--- config.mk ---
export PLATFORM = sky130hd
export DESIGN_NAME = rc4_msg_ctrl
export DESIGN_NICKNAME = d
export VERILOG_FILES = /design/src/rtl/rc4_msg_ctrl.sv
export SDC_FILE = /design/constraint.sdc
export NUM_CORES = 1
export LEC_CHECK = 0
export CAP_MARGIN = 20
export CORE_MARGIN = 4
export CORE_UTILIZATION = 51
export DETAILED_ROUTE_END_ITERATION = 8
export PLACE_DENSITY = 0.8
export SETUP_SLACK_MARGIN = 0.02
export SYNTH_ARGS = -nofsm -noshare
export SYNTH_HDL_FRONTEND = slang
export SYNTH_SLANG_ARGS = --single-unit
--- constraint.sdc ---
create_clock -name clk -period 3.52 [get_ports clk]
set_input_delay 0.704 -clock clk [delete_from_list [all_inputs] [get_ports clk]]
set_output_delay 0.704 -clock clk [all_outputs]
set_load 0.1 [all_outputs]
--- src/rtl/rc4_msg_ctrl.sv ---
// Message controller upstream of the RC4 crypt core: key register, show-ahead input FIFO, rc4_ini pulse, end-of-message detection.
// Optional feature macro: RC4_KEY_CLEAR_EN (zero the key register on entry to DONE).
module rc4_msg_ctrl #(
  parameter int FIFO_DEPTH = 16,
  parameter int LEN_W      = 16
) (
  input  logic             clk,
  input  logic             rstn,
  input  logic             key_wr,
  input  logic [127:0]     key_wdata,
  input  logic             start,
  input  logic [LEN_W-1:0] msg_len,
  input  logic             in_valid,
  input  logic [7:0]       in_data,
  output logic             in_ready,
  output logic             rc4_ini,
  output logic [127:0]     key_in,
  output logic [7:0]       data_in,
  input  logic             rc4_data_rd,
  input  logic             rc4_data_wr,
  output logic             busy,
  output logic             msg_done,
  output logic             underflow_err
);

  localparam int AW = $clog2(FIFO_DEPTH);
  localparam logic [AW:0]      LVL_ZERO = {(AW+1){1'b0}};
  localparam logic [AW:0]      LVL_ONE  = {{AW{1'b0}}, 1'b1};
  localparam logic [AW:0]      LVL_FULL = (AW+1)'(FIFO_DEPTH);
  localparam logic [AW-1:0]    PTR_ZERO = {AW{1'b0}};
  localparam logic [AW-1:0]    PTR_ONE  = {{(AW-1){1'b0}}, 1'b1};
  localparam logic [LEN_W-1:0] LEN_ZERO = {LEN_W{1'b0}};
  localparam logic [LEN_W-1:0] LEN_ONE  = {{(LEN_W-1){1'b0}}, 1'b1};

  typedef enum logic [1:0] {
    ST_IDLE = 2'd0,
    ST_INIT = 2'd1,
    ST_RUN  = 2'd2,
    ST_DONE = 2'd3
  } state_t;

  state_t           state_r;
  state_t           state_nxt_s;
  logic [AW-1:0]    wr_ptr_r;
  logic [AW-1:0]    rd_ptr_r;
  logic [AW:0]      level_r;
  logic [LEN_W-1:0] in_cnt_r;
  logic [LEN_W-1:0] out_cnt_r;
  logic [LEN_W-1:0] len_r;
  logic [127:0]     key_r;
  logic             underflow_r;
  logic [7:0]       mem_r [FIFO_DEPTH];

  logic start_s;
  logic active_s;
  logic in_ready_s;
  logic push_s;
  logic pop_s;
  logic under_s;
  logic wr_cnt_s;
  logic wr_last_s;
  logic done_entry_s;

  assign start_s      = (state_r == ST_IDLE) && start;
  assign active_s     = (state_r == ST_INIT) || (state_r == ST_RUN);
  assign in_ready_s   = active_s && (level_r < LVL_FULL) && (in_cnt_r < len_r);
  assign push_s       = in_valid && in_ready_s;
  assign pop_s        = active_s && rc4_data_rd && (level_r != LVL_ZERO);
  assign under_s      = active_s && rc4_data_rd && (level_r == LVL_ZERO);
  assign wr_cnt_s     = (state_r == ST_RUN) && rc4_data_wr && (out_cnt_r != len_r);
  assign wr_last_s    = wr_cnt_s && ((out_cnt_r + LEN_ONE) == len_r);
  assign done_entry_s = (state_nxt_s == ST_DONE) && (state_r != ST_DONE);

  assign in_ready      = in_ready_s;
  assign rc4_ini       = (state_r == ST_INIT);
  assign key_in        = key_r;
  assign data_in       = (level_r != LVL_ZERO) ? mem_r[rd_ptr_r] : 8'h00;
  assign busy          = (state_r != ST_IDLE);
  assign msg_done      = (state_r == ST_DONE);
  assign underflow_err = underflow_r;

  // State register.
  always_ff @(posedge clk or negedge rstn) begin
    if (!rstn) begin
      state_r <= ST_IDLE;
    end else begin
      state_r <= state_nxt_s;
    end
  end

  // Next-state logic; a zero-length message skips straight to DONE without rc4_ini.
  always_comb begin
    state_nxt_s = state_r;
    case (state_r)
      ST_IDLE: begin
        if (start) begin
          if (msg_len != LEN_ZERO) begin
            state_nxt_s = ST_INIT;
          end else begin
            state_nxt_s = ST_DONE;
          end
        end else begin
          state_nxt_s = ST_IDLE;
        end
      end
      ST_INIT: state_nxt_s = ST_RUN;
      ST_RUN: begin
        if (wr_last_s) begin
          state_nxt_s = ST_DONE;
        end else begin
          state_nxt_s = ST_RUN;
        end
      end
      ST_DONE: state_nxt_s = ST_IDLE;
      default: state_nxt_s = ST_IDLE;
    endcase
  end

  // FIFO pointers, level, message counters and sticky underflow flag.
  always_ff @(posedge clk or negedge rstn) begin
    if (!rstn) begin
      wr_ptr_r    <= PTR_ZERO;
      rd_ptr_r    <= PTR_ZERO;
      level_r     <= LVL_ZERO;
      in_cnt_r    <= LEN_ZERO;
      out_cnt_r   <= LEN_ZERO;
      len_r       <= LEN_ZERO;
      underflow_r <= 1'b0;
    end else if (start_s) begin
      wr_ptr_r    <= PTR_ZERO;
      rd_ptr_r    <= PTR_ZERO;
      level_r     <= LVL_ZERO;
      in_cnt_r    <= LEN_ZERO;
      out_cnt_r   <= LEN_ZERO;
      len_r       <= msg_len;
      underflow_r <= 1'b0;
    end else begin
      if (push_s) begin
        wr_ptr_r <= wr_ptr_r + PTR_ONE;
        in_cnt_r <= in_cnt_r + LEN_ONE;
      end
      if (pop_s) begin
        rd_ptr_r <= rd_ptr_r + PTR_ONE;
      end
      case ({push_s, pop_s})
        2'b10:   level_r <= level_r + LVL_ONE;
        2'b01:   level_r <= level_r - LVL_ONE;
        default: level_r <= level_r;
      endcase
      if (wr_cnt_s) begin
        out_cnt_r <= out_cnt_r + LEN_ONE;
      end
      if (under_s) begin
        underflow_r <= 1'b1;
      end
    end
  end

  // FIFO storage; contents are don't-care while level is zero, so no reset.
  always_ff @(posedge clk) begin
    if (push_s) begin
      mem_r[wr_ptr_r] <= in_data;
    end
  end

  // Key register, writable only in IDLE.
  always_ff @(posedge clk or negedge rstn) begin
    if (!rstn) begin
      key_r <= 128'h0;
`ifdef RC4_KEY_CLEAR_EN
    end else if (done_entry_s) begin
      key_r <= 128'h0;
`endif
    end else if ((state_r == ST_IDLE) && key_wr) begin
      key_r <= key_wdata;
    end
  end

`ifndef RC4_KEY_CLEAR_EN
  logic unused_s;
  assign unused_s = done_entry_s;
`endif

endmodule

==> flow_results.org <==
** Outcome
- The run finished with clean final reports.

** Timing
- Worst-case clock skew :: approximately 0.015 ns
- Minimum period implied by the final worst setup slack :: between 3 and 4 ns
- Setup repair after global routing left no endpoint under its margin.
- The final-report hold violation count was 0.
- Setup violations remaining at the end of the flow were counted as 0.
- The final critical path takes up between 90% and 100% of the cycle.
- Final total negative setup slack :: 0 ns
- Max Fclk :: approximately 300 MHz
- Measured against its own limit, the worst slew margin works out to approximately a third.
- At the pin with the least slew margin, the transition time is 1.02 ns.
- Setup ws final :: between 0.1 and 0.15 ns
- Number of max-slew violations in the final report :: 0

** Power and ir drop
- Static leakage power :: 7.85 nW
- Power density over the cells :: slightly above 600 nW/um2
- VDD sags by at most about 420 uV.
- The analysis attributes to net switching a power of ~3.6 mW.
- Switching share of power :: 31.6%
- Of the total power, registers draw between 30% and 40%.
- Part of the power in the clock network :: 31.5%
- Cell internal power was estimated by the tool at ~7.8 mW.
- Combinational logic burns 29.9% of the power.
- The design draws approximately 11 mW.

** Synth
- The most used flip-flop cell after synthesis is dfrtp_1.
- In this run, synthesis inferred ~130 flip-flops with an integrated enable.
- After synthesis, flip-flops and latches occupy a little over three fifths of the total area.
- Combined area of all synthesized cells :: between 10000 and 15000 um2
- In this run, distinct cell masters in the synthesized netlist total ~50.
- Synth warn :: 0
- The synthesized design spends more area on one cell type than any other, namely dfrtp_1.
- The number of nets in the synthesized netlist is around 1100.
- Cell types with the highest counts after synthesis :: dfrtp_1 (192), edfxtp_1 (128), mux2_2 (128)
- Number of cells produced by synthesis :: 950
- After synthesis, the largest area contributor takes up a little over a third of total cell area.
- Among all cell types in the netlist, the one instantiated most often is dfrtp_1.
- Of all flip-flops after synthesis, the portion carrying an async set or reset was 60.0%.
- Ranked by total cell area, the synthesized netlist is headed by dfrtp_1 (35%), edfxtp_1 (28%), mux2_2 (10%).
- A synthesized cell averages between 10 and 15 um2.
- Post-synthesis sequential element count :: 320

** Route
- Count of unresolved DRC violations after routing :: 0
- The detail route stage leaves a number of antenna-violating nets equal to 0.
- Dividing the detail-routed via count by the number of cells gives approximately 5.7.
- Aggregate routed wire length :: around 37000 um
- The first routing iteration left ~700 violations.
- The pre-antenna-repair detailed-routing pass consisted of 5 iterations.
- After detailed routing, the average wire length per cell comes to roughly 23 um.
- Routed vias :: around 9200

** Critical path
- Data on the critical path is required at its endpoint by 2.82 ns.
- Critical path data arrival time :: between 2 and 3 ns
- The most critical setup path has its startpoint at len_r[6]$_DFFE_PN0P_.
- R2r endpoint :: mem_r[1][3]$_DFFE_PP_
- Worst stage delay on the critical path :: approximately 0.42 ns
- The slowest stage of the critical path is the dfrtp_2 cell.
- Register-to-register setup slack :: between 0.3 and 0.4 ns
- Crit path depth :: 9
- Kind of launch point of the worst setup path :: flop
- Sort of element at the end of the critical path :: primary output
- Number of buffers and inverters on the critical path :: 4
- Largest driver fanout on the critical path :: 9
- Crit Path Category :: reg2out
- Crit Reg-Reg Startpoint :: len_r[2]$_DFFE_PN0P_
- Logic depth of the worst register-to-register path :: 9
- Top delay family on crit path :: buffers and inverters
- Ordered cell list for the critical path :: inv_1 > ha_1 > and3_1 > a221o_1 > a21oi_4 > buf_4 > nand3_1 > inv_1 > buf_12
- CP endpoint :: in_ready
- Most repeated library cell on the critical path :: inv_1

** Clock tree
- CTS tree :: done
- Clock latency on the worst-skew pair, taken at its later pin, is 0.51 ns.
- Clock slew seen by the registers of the worst setup and hold paths :: approximately 0.060 ns
- The cell sitting at the root of the clock tree is a clkbuf_16.
- Clock tree synthesis inserted a total of 34 buffers.
- Counting every sink on the clock net gives 320.
- Max Root-Sink Buffers :: 3
- Number of H-tree levels :: 2

** Flow run
- Across the run, the number of max-cap violations was 0.

** Place
- Post-detail-place hpwl :: 27200 um
- Global placement routability congestion :: roughly 0.85
- Before CTS, the worst setup slack after placement is around 0.30 ns.
- I/O Buffers :: roughly 300

** Finish
- Relative to the synthesized area, the layout overhead comes to 32.6%.
- Area occupied by registers :: about 8700 um2
- # nets final :: about 1400
- Multi-input gate area :: 4870 um2
- The layout has between 1500 and 2000 filler cells.
- Cells with a size suffix above 1 make up 24.9% of the layout.

** GRT
- The via count of the first global-routing pass is around 9600.
- Entering global routing, the biggest net connects 68 pins.
- Antenna violations before repair :: 6
- Global routing finished with a remaining overflow of 0.
- GRT Overall Usage :: between 20% and 30%
- Wire length of the first global-routing pass :: between 50000 and 60000 um

** Die
- Die area :: between 20000 and 30000 um2
- Vert. Die Dim :: roughly 170 um
- In this run the horizontal extent of the chip is ~170 um.
- I/O pin cnt :: 300
- Num rows :: a little under 60
- Initial standard-cell utilization of the core :: between 50% and 60%
- Core Box Area :: roughly 26000 um2

** Hold path
- The path class of the tightest hold or removal check is in2async.
[cell usage in the layout, fill, tap and decap left out, types with 9 or more instances in the layout]
cell and count:
dfrtp_1 190, mux2_2 128, and3_1 18, nand2_1 44, buf_4 64, and2_1 9
nand3_1 17, ha_1 30, mux2i_1 10, clkbuf_16 35, edfxtp_1 128, o21ai_0 36
or3_1 17, or4_1 11, nand4_1 19, xnor2_1 15, a21oi_1 29, nor2_1 27
clkdlybuf4s50_1 237, inv_1 36, xor2_1 23, buf_12 13, mux4_2 40
[per-stage QoR]
| stage | instance area [um2] | util [%] | cells | hold WS [ns] |
|---|---|---|---|---|
| after floorplan | 13800 | - | 950 | 0.408 |
| after global placement | 17200 | 65.2 | 1550 | 0.486 |
| after detailed placement | 17200 | 65.2 | 1550 | 0.493 |
| after CTS | 18300 | 69.4 | 1611 | 0.223 |
| after global routing | 18300 | 69.6 | 1619 | 0.235 |
| final | 18300 | 69.6 | 1619 | 0.182 |
[registers in the layout (all words and copies together) (netlist names)]
register and flops:
in_cnt_r 16, key_in 128, len_r 16, level_r 5
mem_r 128, out_cnt_r 16, rd_ptr_r 4, state_r 2
underflow_err 1, wr_ptr_r 4
[logic make-up after synthesis]
| kind of cell | Yosys count | synth area share, % |
|---|---|---|
| flops | 320 | 62.6 |
| simple gates | 202 | 7.81 |
| mux | 178 | 17.7 |
| compound gates | 97 | 4.25 |
| buf+inv | 84 | 2.42 |
| xor+xnor | 38 | 2.41 |
| fa+ha+maj | 31 | 2.86 |
[what timing repair did]
action	CTS	global route
gates resized for setup	0	1
hold buffers	0	0
endpoints found under the setup margin	0	1
buffers inserted	0	2
[power by group through the flow]
stage / Sequential, mW / Clock [mW] / Combinational (mW)
3_5_place_dp: 4.45 / 0 / 3.42
2_1_floorplan: 4.36 / 0 / 2.29
4_1_cts: 4.38 / 3.64 / 3.43
5_1_grt: 4.42 / 3.81 / 3.63
6_report: 4.38 / 3.59 / 3.40
3_3_place_gp: 4.44 / 0 / 3.36
[per-layer routing]
| metal | up-vias | part of all wire [%] | track usage (%) |
|---|---|---|---|
| li1 | 4129 | - | - |
| met1 | 4624 | 36 | 28.5 |
| met2 | 360 | 51 | 42.4 |
| met3 | 60 | 9.7 | 9.39 |
| met4 | 0 | 2.6 | 7.75 |
| met5 | - | 0 | 0 |
[worst min-delay path by stage]
| stage | start | to | slack (ns) | cells past startpoint |
|---|---|---|---|---|
| after floorplan | rstn | in_cnt_r[0]$_DFFE_PN0P_ | 0.41 | 0 |
| after global placement | underflow_err$_DFFE_PN0P_ | underflow_err$_DFFE_PN0P_ | 0.49 | 2 |
| after detailed placement | key_in[117]$_DFFE_PN0P_ | key_in[117]$_DFFE_PN0P_ | 0.49 | 1 |
| after CTS | rstn | out_cnt_r[13]$_DFFE_PN0P_ | 0.22 | 1 |
| after global routing | rstn | out_cnt_r[13]$_DFFE_PN0P_ | 0.24 | 1 |
| final | rstn | out_cnt_r[13]$_DFFE_PN0P_ | 0.18 | 1 |
[layout make-up]
class	instances	share of cell area, %
clock inverters	20	1.15
multi-input cells	546	26.5
well taps	335	2.29
diodes	6	0.0819
clock buffers	41	4.96
flip-flops and latches	320	47.2
inverters	36	0.737
repair buffers	315	17.1
No activity file was read; power rests on OpenSTA's default activity.
